**src/rtl/ldr_ctrl_pkg.sv**
```systemverilog
// Shared definitions for the load controller: widths, register-bank size and FSM encoding.
package ldr_ctrl_pkg;

    localparam int unsigned REG_COUNT       = 16;
    localparam int unsigned REG_IDX_W       = 4;
    localparam int unsigned DATA_W          = 32;
    localparam int unsigned ADDR_W          = 32;
    localparam int unsigned TIMEOUT_DEFAULT = 15;

    typedef logic [2:0] state_t;

    localparam state_t StIdle  = 3'd0;
    localparam state_t StRead  = 3'd1;
    localparam state_t StSetup = 3'd2;
    localparam state_t StWrite = 3'd3;
    localparam state_t StErr   = 3'd4;

endpackage

```
**src/rtl/ldr_ctrl_rd_decode.sv**
```systemverilog
// Combinational 4-to-16 one-hot decoder for the register-bank write select.
module rd_decode
    import ldr_ctrl_pkg::*;
(
    input  logic [REG_IDX_W-1:0] idx,
    output logic [REG_COUNT-1:0] onehot
);

    always_comb begin
        onehot      = '0;
        onehot[idx] = 1'b1;
    end

endmodule

```
**src/rtl/ldr_ctrl.sv**
```systemverilog
// Load controller: reads one word from memory and writes it into a register bank
// through a one-hot, edge-sensitive enable, with misalignment and timeout aborts.
module ldr_ctrl
    import ldr_ctrl_pkg::*;
#(
    parameter int unsigned TIMEOUT = TIMEOUT_DEFAULT
) (
    input  logic                 clk,
    input  logic                 rst_n,
    input  logic                 ldr_req,
    input  logic [REG_IDX_W-1:0] ldr_rd,
    input  logic [ADDR_W-1:0]    ldr_addr,
    output logic                 ldr_busy,
    output logic                 mem_rd,
    output logic [ADDR_W-1:0]    mem_addr,
    input  logic [DATA_W-1:0]    mem_rdata,
    input  logic                 mem_ack,
    output logic [REG_COUNT-1:0] enable,
    output logic [DATA_W-1:0]    ldr_data,
    output logic                 ldr_done,
    output logic                 ldr_err
);

    localparam int unsigned CNT_W = (TIMEOUT < 1) ? 1 : $clog2(TIMEOUT + 1);
    localparam logic [CNT_W-1:0] CNT_MAX = CNT_W'(TIMEOUT);

    state_t               state_q, state_d;
    logic [CNT_W-1:0]     cnt_q, cnt_d;
    logic [REG_IDX_W-1:0] rd_q;
    logic [REG_COUNT-1:0] rd_onehot;
    logic                 aligned;
    logic                 accept;

    assign aligned = (ldr_addr[1:0] == 2'b00);
    assign accept  = (state_q == StIdle) && ldr_req && aligned;

    rd_decode u_rd_decode (
        .idx    (rd_q),
        .onehot (rd_onehot)
    );

    always_comb begin
        state_d = state_q;
        cnt_d   = cnt_q;
        case (state_q)
            StIdle: begin
                cnt_d = '0;
                if (ldr_req) begin
                    state_d = aligned ? StRead : StErr;
                end
            end
            StRead: begin
                // Ack takes priority over an expiring wait counter.
                if (mem_ack) begin
                    state_d = StSetup;
                end else if (cnt_q == CNT_MAX) begin
                    state_d = StErr;
                end else begin
                    cnt_d = cnt_q + CNT_W'(1);
                end
            end
            StSetup: state_d = StWrite;
            StWrite: state_d = StIdle;
            StErr:   state_d = StIdle;
            default: state_d = StIdle;
        endcase
    end

    // Outputs are registered from the next state so each is a clean flop output.
    always_ff @(posedge clk) begin
        if (!rst_n) begin
            state_q  <= StIdle;
            cnt_q    <= '0;
            rd_q     <= '0;
            mem_addr <= '0;
            ldr_data <= '0;
            ldr_busy <= 1'b0;
            mem_rd   <= 1'b0;
            enable   <= '0;
            ldr_done <= 1'b0;
            ldr_err  <= 1'b0;
        end else begin
            state_q <= state_d;
            cnt_q   <= cnt_d;
            if (accept) begin
                rd_q     <= ldr_rd;
                mem_addr <= ldr_addr;
            end
            if ((state_q == StRead) && mem_ack) begin
                ldr_data <= mem_rdata;
            end
            ldr_busy <= (state_d != StIdle);
            mem_rd   <= (state_d == StRead);
            enable   <= (state_d == StWrite) ? rd_onehot : '0;
            ldr_done <= (state_d == StWrite);
            ldr_err  <= (state_d == StErr);
        end
    end

endmodule

```
**config.mk**
```make
export PLATFORM = sky130hd
export DESIGN_NAME = ldr_ctrl
export DESIGN_NICKNAME = d
export VERILOG_FILES = /design/src/rtl/ldr_ctrl_pkg.sv /design/src/rtl/ldr_ctrl_rd_decode.sv /design/src/rtl/ldr_ctrl.sv
export SDC_FILE = /design/constraint.sdc
export NUM_CORES = 1
export LEC_CHECK = 0
export ABC_AREA = 0
export CORE_MARGIN = 1
export CORE_UTILIZATION = 38
export DETAILED_ROUTE_END_ITERATION = 7
export GPL_TIMING_DRIVEN = 0
export PLACE_DENSITY = 0.8
export SYNTH_ARGS = -nofsm -noshare
export SYNTH_HDL_FRONTEND = slang
export SYNTH_HIERARCHICAL = 1
export SYNTH_SLANG_ARGS = --single-unit
```
**constraint.sdc**
```tcl
create_clock -name clk -period 1.8 [get_ports clk]
set_clock_uncertainty 0.15 [all_clocks]
set_input_delay 0.36 -clock clk [delete_from_list [all_inputs] [get_ports clk]]
set_output_delay 0.36 -clock clk [all_outputs]
set_load 0.01 [all_outputs]
```
==> metrics.md <==
| Metric | Value |
|---|---|
| Routed WL per cell | `between 10 and 15 um` |
| Lkg Pwr | `just under 3 nW` |
| Setup slack after placement | `-670.8 ps` |
| DIE WIDTH | `100.4 um` |
| Clock tree buffer depth | `2` |
| Clock tree root buffer cell | `clkbuf_8` |
| Fin. Hold Viols | `0` |
| Layout cells sized above 1 | `0.1952` |
| Critical Setup Path Class | `flop to flop` |
| Ys Warns | `6` |
| CTS tree | `done` |
| Least-Margin Pin Slew | `~400 ps` |
| Most frequent cells in the layout | `112 x clkdlybuf4s50_1, 106 x nand2_1, 90 x dfxtp_1, 42 x dlymetal6s2s_1, 33 x a21boi_0` |
| Max rail drop VDD | `0.4495 mV` |
| Area of the multi-input gates | `1813 sq um` |
| Core ar. | `9328 sq um` |
| Die Y-Extent | `100.4 um` |
| Final WS setup | `-113.7 ps` |
| RSZ-0062 raised after global routing | `true` |
| FP Rows | `35` |
| Slew HR | `0.7311` |
| Crit Path Max Fanout | `5` |
| Critical Path End Type | `flop` |
| Hold WC Path Type | `flop to flop` |
| Synthesized cell area | `3681 sq um` |
| GRT overflow | `0` |
| Post-Syn Instances | `between 400 and 500` |
| Clock transition at path regs | `100 ps` |
| I/O Pins | `between 150 and 200` |
| Initial antenna violation count | `0` |
| Setup crit start kind | `flop` |
| Syn Nets | `478` |
| Most common cell after layout, fill and taps aside | `clkdlybuf4s50_1` |
| Area growth from synthesis to layout | `65.50%` |
| Drt first pass iters | `4` |
| Number of global-route vias before repair | `around 3.3k` |
| Post-CTS Hold Fix Bufs | `0` |
| Fin crit period | `about 1900 ps` |
| Setup violations, final | `34` |
| IO buf count | `155` |
| Failing checks | `setup timing` |
| PwrDens | `between 600 and 700 nW/um^2` |
| Worst skew pair latency | `approximately 350 ps` |
| First-pass GRT wire length | `around 15000 um` |
| H-tree Lvls | `3` |
| Critical Path RT | `~1900 ps` |
| FILL cells | `between 700 and 800` |
| Ys async rst share | `0` |
| Fin util | `0.6531` |
| RD Place Congestion | `between 0.8 and 0.9` |
| CTS sink count | `95` |
| Avg Inst Size Synth | `just over 9 sq um` |
| Post-synthesis sequential area ratio | `0.5167` |
| Yosys cell types | `39` |
| FMAX | `0.5225 GHz` |
| DP HPWL | `a little under 7000 um` |
| Overall routing resource usage | `0.1889` |
| Final slew viol count | `0` |
| Ant diodes | `0` |
| Main synth FF type | `dfxtp_1` |
| Detail Route Antenna Nets | `0` |
| Critical path data arrival time | `approximately 2000 ps` |
| Pin count of the biggest net entering global routing | `18` |
| First DRT Iteration DRCs | `between 40 and 50` |
| Max_cap viols | `0` |
| Seq cells post-synth | `95` |
| Status | `finished, violations left` |
| Via count | `around 3.4k` |
| Post-route clock period utilization | `1.063` |
| Via-to-Cell Ratio | `~4.7` |
| Die area | `10080 sq um` |
| Final WL | `between 9000 and 10000 um` |
| Final nets | `652` |
| Total power | `4.160 mW` |
| Initial core utilization | `0.3946` |
| Drc violations | `0` |
| Num CTS Buffers | `9` |
| EDFF count, synth | `0` |
| Register area | `1911 sq um` |
[synthesized netlist by cell type, types with 2 or more instances]
cell type    n  share of area
nand2_1    137           0.14
dfxtp_1     95           0.52
a21boi_0    62           0.13
clkbuf_1    17          0.017
and2_1      16          0.027
a21boi_1     5          0.010
a21oi_1      5         0.0068
o21ai_0      5         0.0068
and4b_1      4          0.011
and4bb_1     4          0.014
buf_4        4         0.0082
inv_1        4         0.0041
nor2_1       4         0.0041
nor4b_2      4          0.016
and3_1       3         0.0051
buf_2        3         0.0041
nand2b_1     3         0.0051
nand4_1      3         0.0051
and4bb_2     2         0.0068
buf_6        2         0.0061
clkbuf_8     2         0.0075
nand3_1      2         0.0027
nand3b_1     2         0.0041
or3b_2       2         0.0048
[where the power goes]
part | switching (mW) | total, mW | leakage, nW | internal (mW)
combinational | 0.219 | 0.554 | 2.04 | 0.335
sequential | 0.0362 | 2.19 | 0.771 | 2.15
clock | 0.759 | 1.42 | 0.0982 | 0.659
[worst paths after layout]
check / endpoint / cells past startpoint / slack, ps / from
max: mem_addr[23] / 5 / -110 / state_q[0]
min: mem_addr[7] / 2 / 310 / mem_addr[7]
max reg2reg: mem_addr[23] / 5 / -110 / state_q[0]
min reg2reg: mem_addr[7] / 2 / 310 / mem_addr[7]
[cell type report]
class,count,area share
Sequential cell,95,0.3136
Clock buffer,9,0.02033
Multi-Input combinational cell,278,0.2976
Tap cell,129,0.02649
Inverter,4,0.002465
Buffer,26,0.03533
Timing Repair Buffer,165,0.2912
Clock inverter,7,0.01294
[cells by family (layout without fill, tap and decap cells)]
kind of cell | count (synthesis) | in the layout | synth area share
adder cells (fa/ha/maj) | 1 | 1 | 0.003399
AND/OR/NAND/NOR | 194 | 195 | 0.2668
AO/OA/AOI/OAI | 82 | 82 | 0.1618
flip-flops | 95 | 95 | 0.5167
buffers and inverters | 33 | 211 | 0.05132
[critical path, stage by stage, from the launching register on]
cell and delay [ps]:
dfxtp_2 340, or4b_4 580, or3_4 420, clkbuf_16 190, nand2_2 50, a21boi_1 60
[metal layers]
layer / track usage / part of all wire / up-vias
met5: 0 / 0 / -
met4: 0.06355 / 0.014 / 0
met3: 0.06128 / 0.074 / 13
met2: 0.3351 / 0.50 / 123
met1: 0.2128 / 0.41 / 1553
li1: - / - / 1694
[per-stage QoR]
step	instance area (sq um)	hold slack (ps)	std cells	setup TNS, ps
6_report	6092	311.9	713	-2478
5_1_grt	6092	334.2	713	-4782
4_1_cts	5727	307.5	709	-5458
3_5_place_dp	5401	295.3	689	-41640
3_3_place_gp	5401	288.8	689	-38910
2_1_floorplan	3689	311.0	405	-4915
[state kept, by name, summed over array words and instances (netlist names)]
register and flops:
ldr_err 1, ldr_done 1, cnt_q 4, enable 16
ldr_busy 1, rd_q 4, state_q 3, mem_rd 1
ldr_data 32, mem_addr 32
[timing repair]
item	4_1_cts	5_1_grt
gates cloned	2	2
pin swaps	31	17
setup endpoints to repair	76	118
setup buffers	3	4
gates resized for setup	29	113
Note: power is estimated with default switching activity, not from simulation.
